$ cat config.mk
export PLATFORM = sky130hd
export DESIGN_NAME = serial_adder
export DESIGN_NICKNAME = d
export VERILOG_FILES = /design/src/rtl/serial_adder.sv
export SDC_FILE = /design/constraint.sdc
export NUM_CORES = 1
export LEC_CHECK = 0
export CAP_MARGIN = 5
export CORE_ASPECT_RATIO = 1.1
export CORE_UTILIZATION = 35
export DETAILED_ROUTE_END_ITERATION = 10
export PLACE_DENSITY = 0.64
export SLEW_MARGIN = 30
export SYNTH_ARGS = -nofsm -noshare
export SYNTH_HDL_FRONTEND = slang
export SYNTH_SLANG_ARGS = --single-unit
$ cat constraint.sdc
create_clock -name clk -period 3 [get_ports clk]
set_clock_uncertainty 0.05 [all_clocks]
set_input_delay 0.6 -clock clk [delete_from_list [all_inputs] [get_ports clk]]
set_output_delay 0.6 -clock clk [all_outputs]
set_load 0.02 [all_outputs]
$ cat src/rtl/serial_adder.sv
// Bit-serial LSB-first adder: one full-adder cell and a registered carry
// process one bit pair per clock and deliver a WIDTH-bit sum plus carry-out.

module full_adder (
    input  logic a,
    input  logic b,
    input  logic cin,
    output logic sum,
    output logic cout
);
    assign sum  = a ^ b ^ cin;
    assign cout = (a & b) | (cin & (a ^ b));
endmodule

module serial_adder #(
    parameter int WIDTH = 8
) (
    input  logic             clk,
    input  logic             rst,
    input  logic             Start,
    input  logic [WIDTH-1:0] Data_in_A,
    input  logic [WIDTH-1:0] Data_in_B,
    input  logic             Data_in_C,
    output logic             Busy,
    output logic             Done,
    output logic [WIDTH-1:0] Data_out_Sum,
    output logic             Data_out_Carry
);
    localparam int CW = (WIDTH > 1) ? $clog2(WIDTH) : 1;
    localparam logic [CW-1:0] LAST = CW'(WIDTH - 1);

    typedef enum logic [1:0] {IDLE, RUN, DONE} state_t;

    state_t         state;
    logic [WIDTH-1:0] a_sr;
    logic [WIDTH-1:0] b_sr;
    logic [WIDTH-1:0] s_sr;
    logic [WIDTH-1:0] s_next;
    logic           c_reg;
    logic [CW-1:0]  cnt;
    logic           cell_sum;
    logic           cell_carry;

    full_adder u_cell (
        .a    (a_sr[0]),
        .b    (b_sr[0]),
        .cin  (c_reg),
        .sum  (cell_sum),
        .cout (cell_carry)
    );

    // New sum bit enters at the MSB; after WIDTH shifts bit 0 holds the LSB.
    assign s_next = WIDTH'({cell_sum, s_sr} >> 1);

    always_ff @(posedge clk or posedge rst) begin
        if (rst) begin
            state          <= IDLE;
            a_sr           <= '0;
            b_sr           <= '0;
            s_sr           <= '0;
            c_reg          <= 1'b0;
            cnt            <= '0;
            Busy           <= 1'b0;
            Done           <= 1'b0;
            Data_out_Sum   <= '0;
            Data_out_Carry <= 1'b0;
        end else begin
            case (state)
                IDLE, DONE: begin
                    Done <= 1'b0;
                    if (Start) begin
                        a_sr  <= Data_in_A;
                        b_sr  <= Data_in_B;
                        c_reg <= Data_in_C;
                        cnt   <= '0;
                        Busy  <= 1'b1;
                        state <= RUN;
                    end else begin
                        Busy  <= 1'b0;
                        state <= IDLE;
                    end
                end
                RUN: begin
                    c_reg <= cell_carry;
                    s_sr  <= s_next;
                    a_sr  <= a_sr >> 1;
                    b_sr  <= b_sr >> 1;
                    cnt   <= cnt + CW'(1);
                    if (cnt == LAST) begin
                        Data_out_Sum   <= s_next;
                        Data_out_Carry <= cell_carry;
                        Busy           <= 1'b0;
                        Done           <= 1'b1;
                        state          <= DONE;
                    end
                end
                default: begin
                    Busy  <= 1'b0;
                    Done  <= 1'b0;
                    state <= IDLE;
                end
            endcase
        end
    end
endmodule

==> metrics.log <==
INFO  metric timing.final.max_slew_violations = 0
INFO  metric fillers = 461
INFO  metric routabilityCongestion = 0.698
INFO  metric final-setup-viol-count = 0
INFO  metric synth.yosys.seq_area_share = between 50% and 60%
INFO  metric reg_top3 = Data_out_Sum: 8 flops, a_sr: 8 flops, b_sr: 8 flops
INFO  metric fin_area = between 2000 and 2500 µm²
INFO  metric numCtsBuffers = 5
INFO  metric rr_endpoint = Data_out_Carry
INFO  metric root_buffer = clkbuf_8
INFO  metric cts_resized = 0
INFO  metric r2r_setup_slack = between 1000 and 1500 ps
INFO  metric core_box_area = 4750 µm²
INFO  metric syn_nets = roughly 180
INFO  metric number_of_maximum_capacitance_violations = 0
INFO  metric drive_gt1_share = between 10% and 20%
INFO  metric post_drt_via_cell_ratio = around 4.9
INFO  metric hold_path_startpoint = s_sr[1]
INFO  metric power.ir.vdd_worst = 398 µV
INFO  metric globalRouteTotalUtil = around 14%
INFO  metric port_buffers = 30
INFO  metric cts_tree = yes
INFO  metric remaining_antenna_violation_count = 0
INFO  metric post-route-min-period = around 2300 ps
INFO  metric drt-pass1-iter-count = 4
INFO  metric timing.critical_path.slowest_stage_cell = clkdlybuf4s50_1
INFO  metric criticalPathCategory = flop to output port
INFO  metric wl = ~3200 µm
INFO  metric clock_tree.buffer_depth = 2
INFO  metric timing_worst_slew_pin_value = between 700 and 800 ps
INFO  metric clkTransAtPathRegs = ~80 ps
INFO  metric area_occupied_by_multi_input_gates = slightly above 700 µm²
INFO  metric pin_count_of_the_biggest_net_entering_global_routing = 40
INFO  metric grt_first_pass_wirelength = approximately 5600 µm
INFO  metric number_of_synthesized_flops_with_an_enable_pin = 0
INFO  metric yosys_most_used_dff = dfrtp_1
INFO  metric post-route-drc-count = 0
INFO  metric report.power.total = 2380 µW
INFO  metric clk_latency = 300 ps
INFO  metric unrepaired_setup_endpoints_after_global_routing = false
INFO  metric die-height = 76.5 µm
INFO  metric hold_depth = 2
INFO  metric sum_of_net_half_perimeters_after_detailed_placement = between 2000 and 2500 µm
INFO  metric clock_tree.htree_level_count = 2
INFO  metric vias = ~1200
INFO  metric power_per_cell_area = 1070 nW/µm²
INFO  metric initial_antenna_violation_count = 0
INFO  metric synth_async_sr_flop_share = 100%
INFO  metric num_rows = 26
INFO  metric drt-wirelength-per-cell = 13.3 µm
INFO  metric vias_in_the_first_global_route = 1108
INFO  metric dpl-instance-area = around 2100 µm²
INFO  metric r2r.worst_path.cells = 3
INFO  metric global_route.overflow_total = 0
INFO  metric holdBufCountCts = 0
INFO  metric timing.critical_path.from_type = flop
INFO  metric n_antenna_cell = 0
INFO  metric die_w = ~70 µm
INFO  metric nets = 210
INFO  metric leading_cell_types_by_total_area_after_synthesis = dfrtp_1 (55%), mux2_4 (7.7%), nand2_1 (5.3%)
INFO  metric worst_setup_path_end_kind = output port
INFO  metric drt-initial-drc-count = 52
INFO  metric outcome = completed
INFO  metric place_inst = approximately 240
INFO  metric slowest_delay = approximately 700 ps
INFO  metric timing.critical_path.buf_inv = 1
INFO  metric yosys.area.top_type_share = 55.3%
INFO  metric synth_top_area_cell = dfrtp_1
INFO  metric cts_setup_buffers = 0
INFO  metric worst-endpoint-required = between 2000 and 2500 ps
INFO  metric hold_viol = 0
INFO  metric dieArea = 5330 µm²
INFO  metric yosys_warn_count = 0
INFO  metric post_synth.cell_area_avg = roughly 11 µm²
INFO  metric critical_path.cell_chain = clkdlybuf4s50_1
INFO  metric period_share = 77.0%
INFO  metric hold_end = s_sr[1]
INFO  metric layout-area-overhead-vs-synth = 26.2%
INFO  metric cp_max_fo = 11
INFO  metric syn_area = approximately 1800 µm²
INFO  metric layoutNonFillerInstCount = roughly 240
INFO  metric floorplan.initialDensity = a little under two fifths
INFO  metric io_pins = 31
INFO  metric layout.core_utilization = a little under half
INFO  metric final-seq-area = between 900 and 1000 µm²
INFO  metric cts_num_sinks = 39
INFO  metric flop_and_latch_count_out_of_synthesis = 39
INFO  metric yosys.cell_types.count = 30
INFO  metric timing.hold.worst.class = flop to flop
INFO  metric max_freq = 0.433 GHz
INFO  metric reg2reg_from = Done
INFO  metric max-slew-margin-rel = ~51%
INFO  metric netlist_instances = between 150 and 200
INFO  metric p_leak = 0.00103 µW
INFO  metric cp.arrival = 1660 ps
INFO  metric fin_setup_tns = 0 ps
INFO  metric cp_top_family = buffers and inverters
-- cell type report --
class	instances	area share, %
Inverter	3	0.505
Timing Repair Buffer	34	14.8
Multi-Input combinational cell	104	31.6
Clock inverter	3	3.03
Tap cell	56	3.14
Sequential cell	39	43.8
Clock buffer	5	3.09
-- synthesized netlist by cell type, types with 3 or more instances --
library cell	number
a211oi_1	4
o22ai_1	8
nor2b_1	5
o21ai_0	4
inv_1	3
nand2_1	25
buf_4	5
nor3_1	8
nor2_1	9
dfrtp_1	39
mux2i_1	6
nand2b_1	4
mux2_4	9
nand3_1	4
a21oi_1	4
-- kinds of logic (layout without fill, tap and decap cells) --
family                   after synthesis  count (layout)  synth area share [%]
AO/OA/AOI/OAI                         26              26                  9.43
XOR/XNOR                               1               1                 0.496
adder cells (fa/ha/maj)                3               3                  2.55
buffers and inverters                 13              45                  4.82
flip-flops                            39              39                  55.3
multiplexers                          16              16                  11.7
AND/OR/NAND/NOR                       58              58                  15.7
-- metal layers --
layer	global-route usage, %	vias up	share of wire [%]
met1	19.9	558	49
met4	6.00	0	2.1
li1	-	599	-
met2	18.4	25	44
met3	4.63	7	4.4
met5	0	-	0
-- cells in the final DEF, fill, tap and decap left out, types with 4 or more instances in the layout --
cell and instances:
a211oi_1 4, clkbuf_8 5, nor2_1 9, nand3_1 4, mux2i_1 6, buf_4 4, nand2b_1 4, nor3_1 8
nor2b_1 5, clkdlybuf4s50_1 30, nand2_1 25, mux2_4 9, o22ai_1 8, o21ai_0 4, a21oi_1 4, dfrtp_1 39
-- worst max-delay path by stage --
stage | cells past startpoint | slack, ps | to | from
after detailed placement | 5 | 840 | a_sr[6] | Start
after CTS | 1 | 660 | Done | Done
after global routing | 1 | 590 | Done | Done
after floorplan | 1 | 1460 | Busy | rst
final | 1 | 690 | Done | Done
after global placement | 5 | 860 | a_sr[6] | Start
-- through the flow --
stage | worst slack [ps] | hold WS (ps)
final | 689 | 431
after global routing | 591 | 477
after CTS | 655 | 440
after detailed placement | 841 | 421
after global placement | 861 | 409
after floorplan | 1460 | 396
-- power breakdown --
group	switching, µW	internal, µW
clock	193	332
sequential	162	771
combinational	457	466
total	812	1570
(Power assumes the default switching activity.)
==> patch, RTL diff (config.mk and constraints unchanged) <==
Re-encode `state_t` (3 states) as one-hot, 3 bits wide.
--- a/src/rtl/serial_adder.sv
+++ b/src/rtl/serial_adder.sv
@@ -29,7 +29,7 @@
     localparam int CW = (WIDTH > 1) ? $clog2(WIDTH) : 1;
     localparam logic [CW-1:0] LAST = CW'(WIDTH - 1);
 
-    typedef enum logic [1:0] {IDLE, RUN, DONE} state_t;
+    typedef enum logic [2:0] {IDLE = 3'b001, RUN = 3'b010, DONE = 3'b100} state_t;
 
     state_t         state;
     logic [WIDTH-1:0] a_sr;
Function: same outputs for any inputs over 10 cycles, from zero or initial values and one cycle with rst high; not proved beyond that.
==> patch against the unedited design <==
Clock power down 30%. Critical path type unchanged. Worst setup slack better by 0.19 ns. Sequential cell count up 1. Fmax up 9.0%. Final area down 0.95%. Area after synthesis up 1.1%. First-iteration DRC count up 77%. Non-clock buffer count unchanged. Register-to-register slack worse by 0.20 ns. Power down 23%. Largest power group unchanged. Routed wire length up 7.8%. Highest routed layer unchanged. Cell count up 5.7%.
==> patch: results (changes against the unedited design) <==
XOR/XNOR share of the synthesized area -> 1.40% (+0.91 points)
post-synth cell types -> 25 (-17%)
mux contribution to synthesized area -> 5.68% (-6.0 points)
VDD IR max -> 0.332 mV (-17%)
Hold Startpoint -> b_sr[5]
routed wl met3 -> 130 µm (-8.5%)
met1 Use GR -> 20.4% (+0.46 points)
largest net degree at the start of global routing -> 41 (+2.5%)
DP HPWL -> 2.25 mm (+7.1%)
worst setup path endpoint -> Done
CP arrival -> 1.47 ns (-0.19 ns)
Place WS -> 0.730 ns (-0.111 ns)
sequential fraction of the synthesis area -> 56.1% (+0.85 points)
WL/cell -> 13.5 µm (+1.9%)
crit path max fanout -> 5 (-6)
reg2reg setup slack -> 1.00 ns (-0.20 ns)
cells after synthesis -> 173 (+11%)
Reg clk slew, reported paths -> 0.08 ns (about the same)
DP Cell Count -> 250 (+5.9%)
static leakage -> 1.01 nW (-1.9%)
hold path endpoint -> b_sr[4]
first-pass GRT wire length -> 6.36 mm (+14%)
Filler Cells Inserted -> 488 (+5.9%)
r2r endpoint -> Data_out_Sum[7]
fin nets -> 224 (+6.7%)
syn_nets -> 196 (+9.5%)
hold_ws -> 0.430 ns (-0.00152 ns)
Reg2Reg Depth -> 4 (+1)
gr ovfl total -> 0 (unchanged)
Top delay family on crit path -> buffers and inverters
gr usage total -> 14.9% (+1.1 points)
met3 global-route usage -> 3.55% (-1.1 points)
Area contributors post-synth -> dfrtp_1 (55%), nand3_1 (9.0%), nand2_1 (8.4%)
WL met1 -> 1.67 mm (+5.8%)
GPL Wtd Cong -> 0.745 (+6.7%)
crit path time final -> 2.12 ns (-0.190 ns)
max incr delay on CP -> 0.67 ns (-0.03 ns)
First DRT Iteration DRCs -> 92 (+77%)
Via-to-Cell Ratio -> 5.13 (+5.2%)
Slew headroom -> 38.3% (-13 points)
Area after DPL -> 2110 µm² (+1.1%)
layout cells sized above 1 -> 7.43% (-5.3 points)
Synth top cells by count -> nand2_1 (40), dfrtp_1 (39), nand3_1 (32)
vias in the first global route -> 1360 (+23%)
status -> completed
WL met2 -> 1.64 mm (+14%)
Finished Cell Area -> 2210 µm² (-0.95%)
complex-gate fraction of the synthesized area -> 9.46% (+0.034 points)
==> patch: cell types whose count changed after synthesis, sizes merged, moves of 3 or more <==
cell / change
a211oi: -4
nor2: -6
mux2i: -6
nand2b: -3
nand3: +28
o22ai: -7
clkbuf: +6
nor3: -8
buf: -3
o211ai: +16
nor2b: -5
nand2: +14
==> patch: layout make-up <==
type                            count  share of cell area (%)
Inverter                            1                   0.170
Clock inverter                      2                   0.454
Multi-Input combinational cell    119                    32.1
Timing Repair Buffer               34                    15.0
Sequential cell                    40                    45.4
Clock buffer                        6                    3.74
Tap cell                           56                    3.17
==> patch: cell families (layout without fill, tap and decap cells) <==
family	count (synthesis)	in the layout
fa+ha+maj	3	3
compound gates	25	25
mux	9	9
simple gates	80	80
flops	40	40
buf+inv	14	43
xor+xnor	2	2
==> patch: power breakdown <==
group          switching [W]  leakage [nW]  internal (W)
combinational       0.000362         0.440      0.000260
sequential          0.000116         0.515      0.000728
clock               0.000182        0.0510      0.000183
